===== src/rtl/fifo_n_pipelined_if.sv =====
// Guarded-method enq/deq/first bundle plus occupancy status for fifo_n_pipelined.
// The user side is the master modport; the FIFO is the slave.
interface fifo_n_pipelined_if #(
  parameter int WIDTH = 64,
  parameter int DEPTH = 4
);
  localparam int CW = $clog2(DEPTH) + 1;

  logic             in_enq__ENA;
  logic [WIDTH-1:0] in_enq_v;
  logic             in_enq__RDY;
  logic             out_deq__ENA;
  logic             out_deq__RDY;
  logic [WIDTH-1:0] out_first;
  logic             out_first__RDY;
  logic [CW-1:0]    count;
  logic             full;
  logic             empty;

  modport master (
    output in_enq__ENA, in_enq_v, out_deq__ENA,
    input  in_enq__RDY, out_deq__RDY, out_first, out_first__RDY, count, full, empty
  );

  modport slave (
    input  in_enq__ENA, in_enq_v, out_deq__ENA,
    output in_enq__RDY, out_deq__RDY, out_first, out_first__RDY, count, full, empty
  );
endinterface


===== src/rtl/fifo_n_pipelined.sv =====
// Circular-buffer FIFO, DEPTH x WIDTH, head readable combinationally; enq visible one cycle later.
// PIPELINED=1 lets enq fire into a full FIFO when deq fires too (comb path out_deq__ENA -> in_enq__RDY).
module fifo_n_pipelined #(
  parameter int WIDTH     = 64,
  parameter int DEPTH     = 4,
  parameter int PIPELINED = 0
) (
  input logic               CLK,
  input logic               RST,
  fifo_n_pipelined_if.slave io
);
  localparam int AW = $clog2(DEPTH);
  localparam int CW = AW + 1;

  logic [WIDTH-1:0] r_mem [DEPTH];
  logic [AW-1:0]    r_rd_ptr;
  logic [AW-1:0]    r_wr_ptr;
  logic [CW-1:0]    r_count;

  logic w_full;
  logic w_empty;
  logic w_enq_rdy;
  logic w_deq_rdy;
  logic w_enq_fire;
  logic w_deq_fire;

  assign w_full    = (r_count == CW'(DEPTH));
  assign w_empty   = (r_count == '0);
  assign w_deq_rdy = !w_empty;

  generate
    if (PIPELINED != 0) begin : g_pipe
      assign w_enq_rdy = !w_full || (io.out_deq__ENA && !w_empty);
    end else begin : g_nopipe
      assign w_enq_rdy = !w_full;
    end
  endgenerate

  assign w_enq_fire = io.in_enq__ENA && w_enq_rdy;
  assign w_deq_fire = io.out_deq__ENA && w_deq_rdy;

  // When full and both fire, wr_ptr == rd_ptr: the freed head slot takes the new data.
  always_ff @(posedge CLK) begin
    if (RST) begin
      r_rd_ptr <= '0;
      r_wr_ptr <= '0;
      r_count  <= '0;
      for (int i = 0; i < DEPTH; i++) begin
        r_mem[i] <= '0;
      end
    end else begin
      if (w_enq_fire) begin
        r_mem[r_wr_ptr] <= io.in_enq_v;
        r_wr_ptr        <= r_wr_ptr + AW'(1);
      end
      if (w_deq_fire) begin
        r_rd_ptr <= r_rd_ptr + AW'(1);
      end
      case ({w_enq_fire, w_deq_fire})
        2'b10:   r_count <= r_count + CW'(1);
        2'b01:   r_count <= r_count - CW'(1);
        default: r_count <= r_count;
      endcase
    end
  end

  assign io.in_enq__RDY    = w_enq_rdy;
  assign io.out_deq__RDY   = w_deq_rdy;
  assign io.out_first__RDY = w_deq_rdy;
  assign io.out_first      = r_mem[r_rd_ptr];
  assign io.count          = r_count;
  assign io.full           = w_full;
  assign io.empty          = w_empty;
endmodule


===== src/flat_wrapper.sv =====
// flat-port wrapper written by rule: the top's interface ports become plain ports
module fifo_n_pipelined_flat 
#(
  parameter int WIDTH     = 64,
  parameter int DEPTH     = 4,
  parameter int PIPELINED = 0
)
  (CLK, RST, io_in_enq__ENA, io_in_enq_v, io_out_deq__ENA, io_in_enq__RDY, io_out_deq__RDY, io_out_first, io_out_first__RDY, io_count, io_full, io_empty);
  fifo_n_pipelined_if #(.WIDTH(WIDTH), .DEPTH(DEPTH)) io_i ();
  input logic CLK;
  input logic RST;
  input wire logic [$bits(io_i.in_enq__ENA)-1:0] io_in_enq__ENA;
  input wire logic [$bits(io_i.in_enq_v)-1:0] io_in_enq_v;
  input wire logic [$bits(io_i.out_deq__ENA)-1:0] io_out_deq__ENA;
  output wire logic [$bits(io_i.in_enq__RDY)-1:0] io_in_enq__RDY;
  output wire logic [$bits(io_i.out_deq__RDY)-1:0] io_out_deq__RDY;
  output wire logic [$bits(io_i.out_first)-1:0] io_out_first;
  output wire logic [$bits(io_i.out_first__RDY)-1:0] io_out_first__RDY;
  output wire logic [$bits(io_i.count)-1:0] io_count;
  output wire logic [$bits(io_i.full)-1:0] io_full;
  output wire logic [$bits(io_i.empty)-1:0] io_empty;
  assign io_i.in_enq__ENA = io_in_enq__ENA;
  assign io_i.in_enq_v = io_in_enq_v;
  assign io_i.out_deq__ENA = io_out_deq__ENA;
  assign io_in_enq__RDY = io_i.in_enq__RDY;
  assign io_out_deq__RDY = io_i.out_deq__RDY;
  assign io_out_first = io_i.out_first;
  assign io_out_first__RDY = io_i.out_first__RDY;
  assign io_count = io_i.count;
  assign io_full = io_i.full;
  assign io_empty = io_i.empty;
  fifo_n_pipelined #(.WIDTH(WIDTH), .DEPTH(DEPTH), .PIPELINED(PIPELINED)) u_core (.CLK(CLK), .RST(RST), .io(io_i));
endmodule

===== config.mk =====
export PLATFORM = sky130hd
export DESIGN_NAME = fifo_n_pipelined_flat
export DESIGN_NICKNAME = d
export VERILOG_FILES = /design/src/rtl/fifo_n_pipelined_if.sv /design/src/rtl/fifo_n_pipelined.sv /design/src/flat_wrapper.sv
export SDC_FILE = /design/constraint.sdc
export NUM_CORES = 1
export LEC_CHECK = 0
export CAP_MARGIN = 20
export CORE_ASPECT_RATIO = 2
export CORE_MARGIN = 1.5
export CORE_UTILIZATION = 55
export CTS_CLUSTER_DIAMETER = 150
export DETAILED_ROUTE_END_ITERATION = 10
export PLACE_DENSITY = 0.85
export SYNTH_ARGS = -nofsm -noshare
export SYNTH_HDL_FRONTEND = slang
export SYNTH_SLANG_ARGS = --single-unit

===== constraint.sdc =====
create_clock -name CLK -period 9 [get_ports CLK]
set_clock_uncertainty 0.05 [all_clocks]
set_input_delay 1.8 -clock CLK [delete_from_list [all_inputs] [get_ports CLK]]
set_output_delay 1.8 -clock CLK [all_outputs]
set_load 0.03 [all_outputs]

# Word level (Yosys, flattened, before mapping)
# Memory sizes are Yosys's and may differ from the RTL's. A register that Yosys moved wholly into a read port is not among the register bits.
# Cells that the tools add are included.
[totals] inputBits=68 mem_bits_rw=256 memories=1 ff_bits=7 output_inout_bits=72 word_cells=29
[mem_list] name="u_core.r_mem" depth=4 word_bits=64 read_ports=1 rd_clocked_by_memory_dff=1 write_ports=4 line="fifo_n_pipelined.sv:15" source="logic [WIDTH-1:0] r_mem [DEPTH];"
[op_classes] n_eq_ne=3 n_addsub=4 mux=11 n_reduce_logical=7
[ops] operator="two-way mux 64 bit" n=1
[ops] operator="OR reduction 64 bit" n=1
[ops] operator="two-way mux 1 bit" n=6
[ops] operator="two-way mux 2 bit" n=3
[ops] operator="one-hot mux 3 bit (2 select lines)" n=1
[ops] operator="adder 2 x 1 -> 2 bit (second input constant)" n=2
[ops] operator="adder 3 x 1 -> 3 bit (second input constant)" n=1
[ops] operator="== test 3 bit (second input constant)" n=1
[ops] operator="logical NOT 3 bit" n=1
[ops] operator="subtractor 3 x 1 -> 3 bit (second input constant)" n=1
[ops] operator="== test 2 x 1 -> 1 bit (second input constant)" n=1
[ops] operator="== test 2 bit (second input constant)" n=1
[ops] operator="logical AND 1 bit" n=2
[ops] operator="logical NOT 1 bit" n=2
[ops] operator="nonzero test 2 bit" n=1

# Depth between registers and ports, before layout
# Gate-level depths: netlist of the first run.
[depth] depth_word=8 depth_mapped=9 ltp_nobuf=8

# Worst setup path before layout of the first run
# Ideal clock, no wire load.
[synth_path] path_kind="input -> register" from="input io_in_enq__ENA" to="memory u_core.r_mem[1][0] (enable)" cell_stages=2 setup_time_ns=0.499 t_arrival_ns=4.878 n_path_buf=0 required_time_ns=8.451 setup_slack_ns=3.572 cell_sequence="nand3_1 -> o21bai_1"
[synth_lines] element="start: declaration" line="flat_wrapper.sv:12" source="input wire logic [$bits(io_i.in_enq__ENA)-1:0] io_in_enq__ENA;"
[synth_lines] element="end: declaration" line="fifo_n_pipelined.sv:15"

==> results of run 1 <==
path summary, 6_finish.rpt:
path / slack, ps / endpoint / from / cells after the start
max: 3900 / io_out_first[3] / register / 3
min: 450 / register / u_core.r_rd_ptr[1] / 2
max reg2reg: 6370 / u_core.r_mem[2][38] / u_core.io.count[0] / 5
min reg2reg: 450 / register / u_core.r_rd_ptr[1] / 2
cells by family after synthesis:
family,count (synthesis)
flip-flops,265
XOR/XNOR,3
AND/OR/NAND/NOR,278
multiplexers,64
AO/OA/AOI/OAI,12
adder cells (fa/ha/maj),2
buffers and inverters,50
sequential cells by signal, indices dropped and copies added, names as in the netlist, named ones only:
name / count
u_core.io.count: 3
u_core.r_mem: 256
u_core.r_rd_ptr: 2
u_core.r_wr_ptr: 2
worst max-delay path, stage by stage, from the launching register on:
cell	delay (ps)
dfxtp_4	670
buf_4	770
mux4_2	640
clkdlybuf4s50_1	630
cell type report:
| cell class | instances | area [sq um] |
|---|---|---|
| Antenna cell | 3 | 7.51 |
| Clock buffer | 33 | 612 |
| Clock inverter | 7 | 51.3 |
| Fill cell | 1339 | 6660 |
| Inverter | 7 | 31.3 |
| Multi-Input combinational cell | 359 | 3370 |
| Sequential cell | 265 | 7880 |
| Tap cell | 266 | 333 |
| Timing Repair Buffer | 151 | 1520 |
through the flow:
step,hold WS (ps),instances
floorplan,409,674
global placement,409,1046
detailed placement,430,1047
CTS,433,1087
global route,464,1090
finish,445,1091
power by group through the flow:
stage | sequential (mW) | clock, mW | combinational (mW)
final | 1.58 | 0.889 | 1.05
after CTS | 1.58 | 0.905 | 1.07
after floorplan | 1.56 | 0 | 0.706
after global routing | 1.59 | 0.946 | 1.10
after detailed placement | 1.61 | 0 | 1.06
after global placement | 1.60 | 0 | 1.04
metal layers:
layer / wire length (microns) / global-route usage
met4: 804 / 0.108
met1: 8720 / 0.264
met3: 1180 / 0.0276
met5: 0 / 0
met2: 13500 / 0.414
cell usage after synthesis, types with 2 or more instances:
cell type	count	area share
xor2_1	3	0.0023
dfxtp_1	9	0.016
o21ai_0	3	0.0013
o21bai_1	2	0.0013
clkbuf_2	11	0.0048
nor2_1	5	0.0016
a21oi_1	4	0.0017
buf_6	7	0.0069
mux4_2	64	0.13
clkbuf_1	16	0.0052
inv_1	6	0.0020
or3_1	5	0.0027
and2_1	256	0.14
buf_2	7	0.0031
buf_4	2	0.0013
nand2_1	3	0.00098
edfxtp_1	256	0.67
==> results.toml, run 1 <==
[clock_network]
clk-insertion-delay-late_ps = 520
cts_num_sinks = 265
cts_root_buf = "clkbuf_16"
cts_setup_buffers = 0
htreeDepth = 1
hold_buffers = 0
cts_resized = 0
clk_pin_slew_ps = 70
cts-buffers-inserted = 22
cts_max_path_buffers = 3
cts_tree = "done"

[die]
die_h_microns = 207
core_sq_mm = 0.0205
die_w_microns = 105
pin_count = 140
row_count = 74
initial_core_util = 0.561
dieArea_sq_mm = 0.0218

[routing]
drc = 0
drt-total-wl_mm = 24.2
drt_first_pass_iters = 4
vias = 6201
drtIter0Drc = 360
viasPerCell = 5.68
wire_per_inst_microns = 22.2
ant_nets = 0

[yosys]
synthCells = 674
ys.warnings.count = 0
yosys.area_share.xor_xnor = 0.00229
synth-compound-area-share = 0.00654
synth_cell_type_count = 32
seq_area_frac_synth = 0.686
avgSynthCellArea_sq_um = 17.0
synth_seq_cells = 265
synthAdderAreaFrac = 0.00284
muxShareOfSynthArea = 0.126
syn-cell-area_sq_mm = 0.0115
synth_edf_count = 256
synth_simple_gate_area_frac = 0.153
async_reset_ff_frac = 0
synth_nets = 744
synth_top_family_by_area = "simple AND/OR/NAND/NOR gates"
synthFlopType = "edfxtp_1"

[power]
power.clock.fraction = 0.252
comb_power_share = 0.299
p_per_area_mw_per_mm2 = 255
p_leak_nw = 4.91
intPower_mw = 2.45
power_frac_seq = 0.448
total_power_mw = 3.52
p_switching_mw = 1.07
switching_share = 0.303
vdd_ir_drop_max_v = 0.000295

[global_route]
grt_max_degree = 65
antenna_found_initial = 2
grt_pass1_vias = 6980
grt_pass1_wl_mm = 37.6
track_usage = 0.228
grt_overflow = 0

[layout]
layout_common_cells = "and2_1, edfxtp_1, clkdlybuf4s50_1"
design_area_sq_mm = 0.0138
drive_above_1_share = 0.144
syn2layout_area_growth_pct = 20.3
final_nets = 876
fin_util = 0.675

[run_status]
status = "complete, no violations"

[job]
drv_cap = 0

[setup_path]
cp-end-kind = "output pin"
critPathLaunchType = "register"
cp_max_fo = 40
critPathArrivalTime_ps = 3250
critPathRequiredTime_ps = 7150
critical_path_class = "register to output pin"

[timing]
timing.final.ws_setup_ps = 3900
rsz0062_at_grt = "false"
relSlewSlack = 0.298
setup_violations = 0
fin_setup_tns_ps = 0
fin_crit_ps = 5100
tightest_slew_ps = 1050
hold_viol = 0
timing.fmax_mhz = 196
slew_viol_final = 0
fin_crit_sh = 0.567

[placed_design]
hpwl_mm = 14.7
dpl_worst_slack_ps = 4350
portBuffers = 139
gp_congestion = 0.750
placed_cell_area_sq_mm = 0.0131

[worst_hold_path]
hold_path_class = "register to register"
Power figures use the tool's default switching activity.
==> run 2, diff against run 1 <==
--- a/config.mk
+++ b/config.mk
@@ -8,10 +8,10 @@
 export CAP_MARGIN = 20
 export CORE_ASPECT_RATIO = 2
 export CORE_MARGIN = 1.5
-export CORE_UTILIZATION = 55
+export CORE_UTILIZATION = 50
 export CTS_CLUSTER_DIAMETER = 150
 export DETAILED_ROUTE_END_ITERATION = 10
-export PLACE_DENSITY = 0.85
+export PLACE_DENSITY = 0.82
 export SYNTH_ARGS = -nofsm -noshare
 export SYNTH_HDL_FRONTEND = slang
 export SYNTH_SLANG_ARGS = --single-unit
==> constraint.sdc (replaced) <==
create_clock -name CLK -period 4.6 [get_ports CLK]
set_clock_uncertainty 0.05 [all_clocks]
set_input_delay 0.92 -clock CLK [delete_from_list [all_inputs] [get_ports CLK]]
set_output_delay 0.92 -clock CLK [all_outputs]
set_load 0.03 [all_outputs]
==> run 2 against run 1 <==
  * Die area increased by 9.8%
  * Clock power rose by 100%
  * Final cell count rose by 1.1%
  * Global-route usage fell by 2.6 points
  * Sequential power increased by 95%
  * Critical path depth unchanged
  * Worst hold slack improved by 6.0 ps
  * Combinational power grew 97%
  * Core utilization is 6.2 points lower
  * Setup slack got worse by 3100 ps
  * Critical endpoint is now io_out_first[15]
==> results.toml, run 2 (synthesized netlist as in run 1, its figures left out) <==
[clock_network]
cts_root_buf = "clkbuf_16"
cts_tree = "done"
htreeDepth = 1
clk-insertion-delay-late_ps = 510
cts_resized = 0
cts-buffers-inserted = 22
cts_setup_buffers = 0
clk_pin_slew_ps = 70
hold_buffers = 0
cts_num_sinks = 265
cts_max_path_buffers = 3

[timing]
relSlewSlack = 0.325
fin_crit_ps = 3790
fin_crit_sh = 0.823
slew_viol_final = 0
setup_violations = 0
rsz0062_at_grt = "false"
timing.final.ws_setup_ps = 813
tightest_slew_ps = 1010
fin_setup_tns_ps = 0
hold_viol = 0
timing.fmax_mhz = 264
timing.hold.ws_ps = 451

[setup_path]
cpPeakStageDelay_ps = 630
cp_slowest_cell = "dfxtp_4"
ff2ff_path_depth = 4
r2r_start = "u_core.io.count[1]"
critPathArrivalTime_ps = 2820
critPathLaunchType = "register"
cp_max_fo = 22
crit_chain = "buf_4 > mux4_2 > clkdlybuf4s50_1"
path_buf_inv = 2
critical_path_class = "register to output pin"
cp-end-kind = "output pin"
path_delay_family = "buffers and inverters"
reg2reg_to = "u_core.r_mem[1][50]"
rrSetupSlack_ps = 2070
critPathRequiredTime_ps = 3630

[die]
pin_count = 140
die_w_microns = 110
dieArea_sq_mm = 0.0239
initial_core_util = 0.507
core_sq_mm = 0.0226
row_count = 78
die_h_microns = 217

[routing]
wire_per_inst_microns = 21.1
ant_nets = 0
drt-total-wl_mm = 23.3
viasPerCell = 5.49
drc = 0
drtIter0Drc = 276
drt_first_pass_iters = 4
vias = 6055

[power]
p_leak_nw = 4.93
vdd_ir_drop_max_v = 0.000565
p_per_area_mw_per_mm2 = 500
intPower_mw = 4.85
power.clock.fraction = 0.257
switching_share = 0.300
power_frac_seq = 0.444
comb_power_share = 0.299
p_switching_mw = 2.08

[placed_design]
dpl_worst_slack_ps = 1160
gp_congestion = 0.718
portBuffers = 139
hpwl_mm = 13.3
placed_cell_area_sq_mm = 0.0132

[global_route]
antenna_found_initial = 1
grt_pass1_wl_mm = 35.5
grt_overflow = 0
track_usage = 0.201
grt_pass1_vias = 6674
grt_max_degree = 65

[worst_hold_path]
hold_path_class = "register to register"
holdPathStages = 2
hold_path_startpoint = "u_core.r_rd_ptr[1]"

[layout]
fin_util = 0.612
top_register = "u_core.r_mem"
syn2layout_area_growth_pct = 20.8
drive_above_1_share = 0.141
design_area_sq_mm = 0.0139
largest_reg_flops = 256
layout_common_cells = "and2_1, edfxtp_1, clkdlybuf4s50_1"
final_nets = 877

[run_status]
status = "complete, no violations"

[job]
drv_cap = 0
==> run 2: cell types whose count changed in the layout (fill, tap and decap cells not counted), sizes merged <==
cell,before,now
clkinv,5,11
clkbuf,33,26
buf,12,13
clkinvlp,2,0
bufinv,0,1
diode,3,2
==> run 2: worst max-delay path by stage <==
stage	start	endpoint	slack (ps)	cells past startpoint
after CTS	register	io_out_first[15]	740	3
final	register	io_out_first[15]	810	3
after floorplan	u_core.io.count[0]	u_core.r_mem[1][0]	30	4
after global routing	register	io_out_first[13]	660	3
after global placement	RST	u_core.r_mem[0][25]	1250	5
after detailed placement	RST	u_core.r_mem[0][8]	1160	5
==> run 2: layout make-up <==
| type | count | area (sq um) |
|---|---|---|
| antenna | 2 | 5.00 |
| tap | 280 | 350 |
| fill | 1646 | 8780 |
| clock inverter | 12 | 95.1 |
| clock buffer | 26 | 587 |
| inverter | 7 | 31.3 |
| sequential | 265 | 7880 |
| multi-input combinational | 359 | 3380 |
| timing repair buffer | 152 | 1540 |
==> run 2: through the flow <==
| step | power [mW] | std cells |
|---|---|---|
| 4_1_cts | 7.00 | 1100 |
| 5_1_grt | 7.18 | 1102 |
| 3_5_place_dp | 5.23 | 1062 |
| 6_report | 6.93 | 1103 |
| 3_3_place_gp | 5.20 | 1062 |
| 2_1_floorplan | 4.42 | 674 |
==> run 2: worst register-to-register path, cell delays in order, from the launching register on <==
cell and delay, ps:
dfxtp_1 440, or3b_1 330, nand3_1 210, o21bai_4 820
buf_12 350
==> run 2: power by group through the flow <==
stage	Clock (mW)	Sequential, mW	Combinational [mW]
floorplan	0	3.04	1.38
global placement	0	3.12	2.08
detailed placement	0	3.14	2.09
CTS	1.82	3.09	2.10
global route	1.89	3.11	2.18
finish	1.78	3.08	2.07
==> run 2: per-layer routing <==
layer | track usage | up-vias | share of wire
li1 | - | 2749 | -
met5 | 0 | - | 0
met3 | 0.0279 | 50 | 0.044
met1 | 0.236 | 3091 | 0.37
met2 | 0.363 | 165 | 0.55
met4 | 0.0842 | 0 | 0.035
==> run 3, diff against run 2 <==
==> constraint.sdc (replaced) <==
create_clock -name CLK -period 3.26 [get_ports CLK]
set_clock_uncertainty 0.05 [all_clocks]
set_input_delay 0.652 -clock CLK [delete_from_list [all_inputs] [get_ports CLK]]
set_output_delay 0.652 -clock CLK [all_outputs]
set_load 0.03 [all_outputs]
==> run 3 against run 2 <==
  * First-iteration DRC count up 4.0%
  * Critical endpoint is now io_out_first[55]
  * Die area unchanged
  * Largest cell class unchanged
  * Sequential power is 39% higher
  * Sequential cell count unchanged
  * Core utilization is 0.39 points higher
  * Largest power group unchanged
  * Global-route usage rose by 1.2 points
  * Non-clock buffer count rose by 14
==> results.toml, run 3 (synthesized netlist as in run 1, its figures left out) <==
[run_status]
status = "complete, no violations"

[layout]
drive_above_1_share = 0.152
syn2layout_area_growth_pct = 21.6
top_register = "u_core.r_mem"
final_nets = 891
largest_reg_flops = 256
fill_cells = 1658
layout_common_cells = "and2_1, edfxtp_1, clkdlybuf4s50_1"
design_area_sq_mm = 0.0140

[clock_network]
clk-insertion-delay-late_ps = 510
htreeDepth = 1
cts_num_sinks = 265
cts-buffers-inserted = 22
cts_max_path_buffers = 3
cts_root_buf = "clkbuf_16"
cts_resized = 0
cts_tree = "done"
clk_pin_slew_ps = 60

[setup_path]
critPathRequiredTime_ps = 2560
cp_slowest_cell = "clkdlybuf4s50_1"
cp_max_fo = 25
crit_chain = "buf_4 > mux4_2 > clkdlybuf4s50_1"
critPathArrivalTime_ps = 2450
path_depth = 3
ff2ff_path_depth = 8
path_delay_family = "buffers and inverters"
critical_path_class = "register to output pin"
cpPeakStageDelay_ps = 610
path_buf_inv = 2
cp-end-kind = "output pin"
critPathLaunchType = "register"

[timing]
rsz0062_at_grt = "false"
hold_viol = 0
fin_crit_ps = 3160
tightest_slew_ps = 722
relSlewSlack = 0.519
timing.fmax_mhz = 317
fin_crit_sh = 0.968
fin_setup_tns_ps = 0
slew_viol_final = 0
setup_violations = 0

[routing]
ant_nets = 0
wire_per_inst_microns = 21.7
viasPerCell = 5.44
drtIter0Drc = 287
drt-total-wl_mm = 24.2
drc = 0
drt_first_pass_iters = 4
vias = 6079

[power]
p_leak_nw = 4.98
p_per_area_mw_per_mm2 = 701
vdd_ir_drop_max_v = 0.000703

[worst_hold_path]
holdPathStages = 2
hold_path_class = "register to register"

[global_route]
grt_pass1_wl_mm = 37.1
grt_pass1_vias = 6629
antenna_found_initial = 3
track_usage = 0.214
grt_max_degree = 65
grt_overflow = 0

[die]
initial_core_util = 0.507
pin_count = 140
core_sq_mm = 0.0226
row_count = 78
die_h_microns = 217
die_w_microns = 110
dieArea_sq_mm = 0.0239

[placed_design]
placed_cell_area_sq_mm = 0.0133
portBuffers = 139
gp_congestion = 0.831
hpwl_mm = 15.1

[job]
drv_cap = 0
[run 3: worst min-delay path, delay by kind of cell, from the launching register on]
kind,cells,cell delay (ps)
flops,1,310
compound gates,2,130
[run 3: per-layer routing]
metal / global-route usage / vias up / wire, microns
li1: - / 2779 / -
met1: 0.242 / 3091 / 8710
met2: 0.383 / 162 / 13300
met3: 0.0320 / 47 / 1050
met4: 0.106 / 0 / 1130
met5: 0 / - / 0
[run 3: layout make-up]
| cell class | count | area, sq um | share of cell area |
|---|---|---|---|
| inverter | 7 | 31.3 | 0.00224 |
| antenna | 3 | 7.51 | 0.000538 |
| sequential | 265 | 7880 | 0.564 |
| clock buffer | 28 | 594 | 0.0426 |
| clock inverter | 10 | 42.5 | 0.00305 |
| tap | 280 | 350 | 0.0251 |
| multi-input combinational | 359 | 3380 | 0.242 |
| timing repair buffer | 166 | 1670 | 0.120 |
[run 3: path summary, 6_finish.rpt]
| check | from | end | slack (ps) |
|---|---|---|---|
| setup / recovery | register | io_out_first[55] | 100 |
| hold / removal | u_core.r_rd_ptr[1] | register | 440 |
| setup reg to reg | u_core.io.count[2] | u_core.io.count[2] | 740 |
| hold reg to reg | u_core.r_rd_ptr[1] | register | 440 |
[run 3: timing repair]
item | 4_1_cts | 5_1_grt
hold buffers | 0 | 0
endpoints found under the setup margin | 48 | 0
setup buffers | 4 | 0
[run 3: report_power, final]
part           switching, mW  internal [mW]
Combinational           1.65           1.44
Clock                   1.12           1.28
Sequential             0.166           4.11
[run 3: metrics by stage]
stage / power [mW] / cells / util / hold slack, ps / worst slack, ps
final: 9.78 / 1118 / 0.616 / 443 / 103
after floorplan: 6.24 / 674 / - / 409 / 43.4
after global routing: 10.2 / 1117 / 0.616 / 523 / 22.7
after detailed placement: 7.46 / 1073 / 0.586 / 431 / 459
after CTS: 9.88 / 1115 / 0.616 / 444 / 59.2
after global placement: 7.42 / 1073 / 0.586 / 411 / 478
